--- config.mk ---
export PLATFORM = sky130hd
export DESIGN_NAME = vga_in_decoder
export DESIGN_NICKNAME = d
export VERILOG_FILES = /design/src/rtl/vga_in_decoder.sv
export SDC_FILE = /design/constraint.sdc
export NUM_CORES = 1
export LEC_CHECK = 0
export CAP_MARGIN = 20
export CORE_MARGIN = 2
export CORE_UTILIZATION = 55
export DETAILED_ROUTE_END_ITERATION = 7
export PLACE_DENSITY = 0.89
export SKIP_LAST_GASP = 1
export SYNTH_ARGS = -nofsm -noshare
export SYNTH_HDL_FRONTEND = slang
export SYNTH_SLANG_ARGS = --single-unit
--- constraint.sdc ---
create_clock -name clk -period 3.4 [get_ports clk]
set_input_delay 0.34 -clock clk [delete_from_list [all_inputs] [get_ports clk]]
set_output_delay 0.34 -clock clk [all_outputs]
set_load 0.01 [all_outputs]
--- src/rtl/vga_in_decoder.sv ---
// rtl/vga_in_decoder.sv - VGA link receiver: recovers coordinates from sync edges, checks geometry, locks.
// Two register stages from pins to outputs; the lock FSM runs off stage-1 edge detection.
module vga_in_decoder #(
    parameter int unsigned H_TOTAL     = 1680,
    parameter int unsigned H_ACT_START = 336,
    parameter int unsigned H_ACTIVE    = 1280,
    parameter int unsigned V_TOTAL     = 828,
    parameter int unsigned V_ACT_START = 27,
    parameter int unsigned V_ACTIVE    = 800,
    parameter int unsigned LOCK_FRAMES = 2
) (
    input  logic        clk,
    input  logic        rst,
    input  logic        hsync,
    input  logic        vsync,
    input  logic [3:0]  pix_in_r,
    input  logic [3:0]  pix_in_g,
    input  logic [3:0]  pix_in_b,
    output logic        pix_valid,
    output logic [3:0]  pix_r,
    output logic [3:0]  pix_g,
    output logic [3:0]  pix_b,
    output logic [10:0] curr_x,
    output logic [9:0]  curr_y,
    output logic        frame_start,
    output logic        locked,
    output logic [7:0]  err_count
);

    typedef enum logic [1:0] {ST_UNLOCKED, ST_CHECK, ST_LOCKED} state_t;

    localparam logic [10:0] H_LAST    = 11'(H_TOTAL - 1);
    localparam logic [10:0] H_END     = 11'(H_TOTAL);
    localparam logic [10:0] H_A0      = 11'(H_ACT_START);
    localparam logic [10:0] H_A1      = 11'(H_ACT_START + H_ACTIVE - 1);
    localparam logic [9:0]  V_LAST    = 10'(V_TOTAL - 1);
    localparam logic [9:0]  V_A0      = 10'(V_ACT_START);
    localparam logic [9:0]  V_A1      = 10'(V_ACT_START + V_ACTIVE - 1);
    localparam logic [3:0]  GOOD_NEED = 4'(LOCK_FRAMES);

    logic        s1_hs_q, s1_vs_q, s1_hs_prev_q;
    logic [3:0]  s1_r_q, s1_g_q, s1_b_q;
    logic [10:0] hcnt_q, hcnt_d;
    logic [9:0]  vcnt_q, vcnt_d;
    logic        vs_at_ls_q, seen_line_q, seen_frame_q;
    state_t      state_q, state_d;
    logic [3:0]  good_q, good_d;
    logic [7:0]  err_count_q, err_count_d;
    logic        pix_valid_q, frame_start_q;
    logic [3:0]  pix_r_q, pix_g_q, pix_b_q;
    logic [10:0] curr_x_q;
    logic [9:0]  curr_y_q;

    logic line_start, frame_start_c, err, active;

    always_ff @(posedge clk or posedge rst) begin
        if (rst) begin
            s1_hs_q      <= 1'b1;
            s1_vs_q      <= 1'b0;
            s1_hs_prev_q <= 1'b1;
            s1_r_q       <= '0;
            s1_g_q       <= '0;
            s1_b_q       <= '0;
        end else begin
            s1_hs_q      <= hsync;
            s1_vs_q      <= vsync;
            s1_hs_prev_q <= s1_hs_q;
            s1_r_q       <= pix_in_r;
            s1_g_q       <= pix_in_g;
            s1_b_q       <= pix_in_b;
        end
    end

    assign line_start    = s1_hs_prev_q & ~s1_hs_q;
    assign frame_start_c = line_start & s1_vs_q & ~vs_at_ls_q;

    // hcnt_d/vcnt_d are the coordinates of the pixel currently held in stage 1.
    always_comb begin
        hcnt_d = hcnt_q;
        vcnt_d = vcnt_q;
        if (line_start)
            hcnt_d = '0;
        else if (hcnt_q != 11'h7ff)
            hcnt_d = hcnt_q + 11'd1;
        if (frame_start_c)
            vcnt_d = '0;
        else if (line_start && vcnt_q != 10'h3ff)
            vcnt_d = vcnt_q + 10'd1;
    end

    // A line that overran was already flagged at H_END, so its closing edge is only short-checked below H_LAST.
    assign err = (line_start && seen_line_q && hcnt_q < H_LAST)
              || (hcnt_q == H_END)
              || (frame_start_c && seen_frame_q && vcnt_q != V_LAST);

    always_comb begin
        state_d     = state_q;
        good_d      = good_q;
        err_count_d = err_count_q;
        case (state_q)
            ST_UNLOCKED: begin
                if (frame_start_c) begin
                    state_d = ST_CHECK;
                    good_d  = '0;
                end
            end
            ST_CHECK: begin
                if (err) begin
                    state_d = ST_UNLOCKED;
                end else if (frame_start_c) begin
                    good_d = good_q + 4'd1;
                    if (good_q + 4'd1 == GOOD_NEED)
                        state_d = ST_LOCKED;
                end
            end
            ST_LOCKED: begin
                if (err)
                    state_d = ST_UNLOCKED;
            end
            default: state_d = ST_UNLOCKED;
        endcase
        if (err && state_q != ST_UNLOCKED && err_count_q != 8'hff)
            err_count_d = err_count_q + 8'd1;
    end

    assign locked = (state_q == ST_LOCKED);
    assign active = locked && hcnt_d >= H_A0 && hcnt_d <= H_A1 && vcnt_d >= V_A0 && vcnt_d <= V_A1;

    always_ff @(posedge clk or posedge rst) begin
        if (rst) begin
            hcnt_q        <= '0;
            vcnt_q        <= '0;
            vs_at_ls_q    <= 1'b0;
            seen_line_q   <= 1'b0;
            seen_frame_q  <= 1'b0;
            state_q       <= ST_UNLOCKED;
            good_q        <= '0;
            err_count_q   <= '0;
            pix_valid_q   <= 1'b0;
            pix_r_q       <= '0;
            pix_g_q       <= '0;
            pix_b_q       <= '0;
            curr_x_q      <= 11'h400;
            curr_y_q      <= 10'h200;
            frame_start_q <= 1'b0;
        end else begin
            hcnt_q        <= hcnt_d;
            vcnt_q        <= vcnt_d;
            if (line_start) begin
                vs_at_ls_q  <= s1_vs_q;
                seen_line_q <= 1'b1;
            end
            if (frame_start_c)
                seen_frame_q <= 1'b1;
            state_q       <= state_d;
            good_q        <= good_d;
            err_count_q   <= err_count_d;
            frame_start_q <= frame_start_c;
            pix_valid_q   <= active;
            pix_r_q       <= active ? s1_r_q : 4'h0;
            pix_g_q       <= active ? s1_g_q : 4'h0;
            pix_b_q       <= active ? s1_b_q : 4'h0;
            curr_x_q      <= active ? hcnt_d - H_A0 : 11'h400;
            curr_y_q      <= active ? vcnt_d - V_A0 : 10'h200;
        end
    end

    assign pix_valid   = pix_valid_q;
    assign pix_r       = pix_r_q;
    assign pix_g       = pix_g_q;
    assign pix_b       = pix_b_q;
    assign curr_x      = curr_x_q;
    assign curr_y      = curr_y_q;
    assign frame_start = frame_start_q;
    assign err_count   = err_count_q;

endmodule

* Yosys cells after proc, flatten, opt, wreduce, memory -nomap -nowiden
Cells that the tools add are included.
Storage, ports and cells: bits in registers 88, output and inout bits 44, word-level logic and storage cells 88
Operators by class: add/sub/neg operators 6, bitwise operators 5, order comparisons 5, muxes and demuxes 19, reduce and logical (&&, ||, !) cells 18, equal/unequal tests 14
Operators with widths (number):
- 11-bit 2-to-1 mux | 3
- 10-bit 2-to-1 mux | 3
- 4-bit 2-to-1 mux | 6
- 10-bit inequality test, second input constant | 2
- 11-bit by 1-bit adder with 11-bit output, second input constant | 1
- 11-bit equality test, second input constant | 1
- 11-bit by 9-bit greater-or-equal comparator with 1-bit output, second input constant | 1
- 11-bit less-or-equal comparator, second input constant | 1
- 1-bit logical AND | 11
- 11-bit less-than comparator, second input constant | 1
- 11-bit inequality test, second input constant | 1
- 11-bit by 9-bit subtractor with 11-bit output, second input constant | 1
- 10-bit by 1-bit adder with 10-bit output, second input constant | 1
- 10-bit by 5-bit greater-or-equal comparator with 1-bit output, second input constant | 1
- 10-bit less-or-equal comparator, second input constant | 1
- 2-bit 2-to-1 mux | 5
- 10-bit by 5-bit subtractor with 10-bit output, second input constant | 1
- 8-bit by 1-bit adder with 8-bit output, second input constant | 1
- 8-bit inequality test, second input constant | 1
- 4-bit one-hot mux with 2 select lines | 1
- 4-bit AND reduction | 2
- 2-bit inequality test, second input constant | 3
- 3-bit inequality test, second input constant | 2
- 2-bit one-hot mux with 3 select lines | 1
- other kinds (10) | 15

* Depth between registers and ports, before layout
word-level depth 9, depth in mapped cells 16

* Worst setup path before layout
Ideal clock, no wire load.
kind register -> register, start point reg vcnt_q[0], end point reg curr_x_q[10] (netlist: curr_x[10]), buffers on the path 1, required time 3.312 ns, arrival 2.874 ns, slack 0.437 ns, clock period less this slack 2.963 ns, stages on the path, launching flop included 14, path through dfrtp_1 -> ha_1 -> nand3_1 -> or3_1 -> o21ai_0 -> a21o_1 -> ha_1 -> inv_1 -> and4_1 -> a311oi_1 -> o31ai_1 -> and3_1 -> buf_2 -> or3_1
On the way: word-level cells in the longest chain between the ends 8
RTL lines:
- start: declaration | RTL line 44 | logic [9:0] vcnt_q, vcnt_d;
- start signal: assignment | RTL line 148 | vcnt_q <= vcnt_d;
- parallel branches: the longest is 2 deep, another holds 10-bit by 1-bit adder with 10-bit output
- 10-bit 2-to-1 mux * | RTL line 87 | else if (line_start && vcnt_q != 10'h3ff)
- 10-bit 2-to-1 mux * | RTL line 85 | if (frame_start_c)
- via vcnt_d[1] | RTL line 44
- 10-bit by 5-bit greater-or-equal comparator with 1-bit output | RTL line 127 | assign active = locked && hcnt_d >= H_A0 && hcnt_d <= H_A1 && vcnt_d >= V_A0 && vcnt_d <= V_A1;
- 1-bit logical AND | RTL line 127
- 1-bit logical AND * | RTL line 127
- 11-bit 2-to-1 mux * | RTL line 163 | curr_x_q <= active ? hcnt_d - H_A0 : 11'h400;
- end signal: assignment | RTL line 163
- end: declaration | RTL line 51 | logic [10:0] curr_x_q;
Mark *: on every way through the listed nets, which the timed path passes. A chain may end at the register's enable or synchronous reset.

* Final worst setup path
start point reg hcnt_q[0], end point reg curr_x_q[9] (netlist: curr_x[9])
On the way: word-level cells in the longest chain between the ends 9
RTL lines:
- start: declaration | RTL line 43 | logic [10:0] hcnt_q, hcnt_d;
- start signal: assignment | RTL line 147 | hcnt_q <= hcnt_d;
- 11-bit by 1-bit adder with 11-bit output / 11-bit inequality test (equally long branches) | RTL line 84, 83
- 11-bit 2-to-1 mux * | RTL line 83 | else if (hcnt_q != 11'h7ff)
- 11-bit 2-to-1 mux * | RTL line 81 | if (line_start)
- via hcnt_d[4] | RTL line 43
- 11-bit by 9-bit greater-or-equal comparator with 1-bit output | RTL line 127
- 1-bit logical AND (4 in a row) | RTL line 127
- 11-bit 2-to-1 mux * | RTL line 163
Mark *: on every way through the listed nets, which the timed path passes. The rest lies on a longest branch.

==> impl_summary.log <==
INFO  metric quantity_of_i_o_buffers_inserted_on_ports = 59
INFO  metric route.antenna.remaining_nets = 0
INFO  metric worst_ep_required_time = 3.65 ns
INFO  metric synth-xor-area-share = 5.18%
INFO  metric netlist.top_cell.by_area = sky130_fd_sc_hd__dfrtp_1
INFO  metric cpMaxStageDelayCell = sky130_fd_sc_hd__dfrtp_1
INFO  metric cts-root-buf = sky130_fd_sc_hd__clkbuf_8
INFO  metric totalNegativeSetupSlack = 0 ns
INFO  metric synth.avg_cell_area = 11.2 sq um
INFO  metric ys_seq_area_share = 48.3%
INFO  metric antenna_cells_inserted = 0
INFO  metric detailroute.via_count = 3428
INFO  metric outcome = finished clean
INFO  metric peak_ir_drop_on_the_vdd_network = 0.000291 V
INFO  metric floorplan.die_area = 0.00905 sq mm
INFO  metric max_stage_delay = 0.45 ns
INFO  metric synth-edff-count = 0
INFO  metric synth.mux.area_fraction = 2.14%
INFO  metric syn-instance-count = 408
INFO  metric post-cts-setup-buffer-count = 0
INFO  metric die_height = 95.1 um
INFO  metric synth.top_cells.by_area = sky130_fd_sc_hd__dfrtp_1, sky130_fd_sc_hd__nor3b_2, sky130_fd_sc_hd__xnor2_1, sky130_fd_sc_hd__nor3_2, sky130_fd_sc_hd__ha_1
INFO  metric layout.filler_cells = 619
INFO  metric grt.total_usage = 24.2%
INFO  metric mappedNetlistArea = 0.00457 sq mm
INFO  metric tritoncts_sink_count = 88
INFO  metric synth_top_family_by_area = simple AND/OR/NAND/NOR gates
INFO  metric grt_pass1_vias = 3362
INFO  metric ys_warn_count = 0
INFO  metric detailedRoute.firstIterationViolations = 217
INFO  metric per_cell_routed_wire_length = 18.0 um
INFO  metric floorplan.rows = 33
INFO  metric compound_cell_area_share_of_the_yosys_netlist = 11.6%
INFO  metric globalRouteOverflowTotal = 0
INFO  metric die_w = 95.1 um
INFO  metric cts-htree-levels = 3
INFO  metric cts_tree = yes
INFO  metric startpoint_type = flip-flop
INFO  metric final_min_period_over_clock_period = 94.8%
INFO  metric finalMaxSlewViolations = 0
INFO  metric finish.instance_area = 0.00544 sq mm
INFO  metric static_leakage = 2.30 nW
INFO  metric io_pins = 60
INFO  metric report.final.hold_viol_count = 0
INFO  metric slew_headroom = 49.4%
INFO  metric path_clk_slew = 0.09 ns
INFO  metric timing_worst_slew_pin_value = 0.749 ns
INFO  metric power_density = 476 mW/mm^2
INFO  metric synthFlopType = sky130_fd_sc_hd__dfrtp_1
INFO  metric worstPathMaxFanout = 11
INFO  metric ys_async_sr_fraction = 100%
INFO  metric dpl.hpwl = 7.12 mm
INFO  metric drc = 0
INFO  metric cap_viol_max_count = 0
INFO  metric finish.net_count = 491
INFO  metric initial_antenna_violation_count = 0
INFO  metric startpoint = hcnt_q[0]$_DFF_PP0_
INFO  metric gp_congestion = 0.907
INFO  metric clkLatencyLatePin = 0.36 ns
INFO  metric floorplan.core_area = 0.00813 sq mm
INFO  metric worst-setup-path-type = flip-flop to flip-flop
INFO  metric yosys.area_share.simple = 24.4%
INFO  metric setup_viol_count_final = 0
INFO  metric placement_cell_area = 0.00520 sq mm
INFO  metric startpoint_of_the_most_critical_register_to_register_path = hcnt_q[0]$_DFF_PP0_
INFO  metric synth_most_common_cell = sky130_fd_sc_hd__dfrtp_1
INFO  metric area_growth = 19.1%
INFO  metric holdCritPathClass = primary input to asynchronous set/reset pin
INFO  metric drt-vias-per-instance = 5.97
INFO  metric first_pass_grt_wire_length = 17.0 mm
INFO  metric worstPathCellList = ha_1, and3_1, o211ai_1, o21ai_0, nor2_2, ha_1, o211ai_1, o311a_1, o22ai_1, o211ai_4, buf_4, a211oi_1
INFO  metric ctsHoldBuffers = 0
INFO  metric synth.top_cells.by_count = sky130_fd_sc_hd__dfrtp_1, sky130_fd_sc_hd__nor2_1, sky130_fd_sc_hd__nand2_1
INFO  metric postRouteWirelength = 10.3 mm
INFO  metric drive_above_1_share = 18.6%
INFO  metric pin_count_of_the_biggest_net_entering_global_routing = 37
INFO  metric endpoint_type_of_the_worst_setup_path = flip-flop
INFO  metric final.setup_skew = 0.00749 ns
INFO  metric critPathArrivalTime = 3.48 ns
INFO  metric synth_seq_cells = 88
INFO  metric clk_path_buf_depth = 2
INFO  metric syn_nets = 435
INFO  metric cts-buffers-inserted = 9
INFO  metric synth.distinct_cells = 69
INFO  metric final.min_clock_period = 3.22 ns
INFO  metric yosys.area_share.adder = 3.01%
INFO  metric floorplan.initialDensity = 56.1%
INFO  metric max_clock_freq = 310 MHz
INFO  metric synthDominantCellAreaShare = 46.0%
INFO  metric drt_first_pass_iters = 5
==> state kept, by name (all words and copies together), names as in the netlist, 2 cells and up <==
register	count
err_count	8
s1_r_q	4
pix_g	4
state_q	2
curr_y	10
s1_b_q	4
s1_g_q	4
pix_b	4
vcnt_q	10
curr_x	11
good_q	4
pix_r	4
hcnt_q	11
==> critical path, delay by kind of cell (launching register included) <==
family	cells	cell delay, ns
AND/OR/NAND/NOR	2	0.54
flip-flops	1	0.45
adder cells (fa/ha/maj)	2	0.53
AO/OA/AOI/OAI	7	1.38
buffers and inverters	1	0.21
==> layer usage <==
layer  part of all wire, %  vias to the layer above  track usage [%]
met4                   2.2                        0             7.61
met3                   6.9                       20             6.32
met5                     0                        -                0
met2                    47                      161             38.0
li1                      -                     1576                -
met1                    44                     1671             33.1
==> worst paths after layout <==
path	endpoint	cells after the start	slack [ns]
setup / recovery	curr_x[9]$_DFF_PP0_	12	0.18
hold / removal	pix_b[3]$_DFF_PP0_	2	0.36
setup reg to reg	curr_x[9]$_DFF_PP0_	12	0.18
hold reg to reg	s1_hs_prev_q$_DFF_PP1_	0	0.39
max in group asynchronous	curr_x[10]$_DFF_PP1_	3	2.24
min in group clk	s1_hs_prev_q$_DFF_PP1_	0	0.39
==> power by group <==
| group | total (mW) | switching (mW) | internal (mW) |
|---|---|---|---|
| Combinational | 0.512 | 0.259 | 0.254 |
| Clock | 0.772 | 0.401 | 0.371 |
| Sequential | 1.30 | 0.160 | 1.14 |
| Total | 2.59 | 0.820 | 1.77 |
==> cell families after synthesis <==
kind of cell / after synthesis
compound gates: 65
xor+xnor: 27
fa+ha+maj: 11
buf+inv: 42
flops: 88
mux: 9
simple gates: 166
==> cell type report <==
cell class              instances  area, sq um  area share [%]
repair buffers                 69          686            12.6
clock inverters                 6         75.1            1.38
flip-flops and latches         88         2210            40.6
clock buffers                  10          138            2.53
multi-input cells             278         2130            39.2
inverters                      18         68.8            1.27
well taps                     105          131            2.42
==> through the flow <==
step	power [mW]	setup slack, ns	std cells	util [%]	hold WS [ns]
finish	2.59	0.177	574	66.9	0.357
global route	2.74	-0.00580	574	66.9	0.384
CTS	2.60	0.0871	574	66.6	0.372
detailed placement	1.82	0.00926	558	64.0	0.376
global placement	1.79	0.167	558	64.0	0.378
floorplan	1.64	0.437	408	-	0.344
==> what timing repair did <==
item                                   CTS  global route
pin swaps                                0             0
gates resized for setup                  1             7
setup endpoints to repair               21            33
endpoints found under the hold margin    0             0
==> placed cells by master, fill, tap and decap left out, drive strengths merged, types with 5 or more instances in the layout <==
master | netlist | final
dfrtp | 84 | 84
mux2 | 6 | 6
buf | 19 | 10
o211ai | 6 | 6
nor3 | 28 | 28
inv | 18 | 20
and3 | 8 | 8
nor2 | 23 | 23
or3 | 5 | 5
a21oi | 14 | 14
xor2 | 9 | 9
nand3 | 15 | 15
nand4 | 13 | 13
ha | 11 | 11
o21ai | 13 | 13
and4 | 6 | 6
xnor2 | 18 | 18
and2 | 7 | 7
nor3b | 14 | 14
clkbuf | 5 | 10
nand2 | 23 | 23
clkdlybuf4s50 | 0 | 59
nand2b | 7 | 7
(Power assumes the default switching activity.)
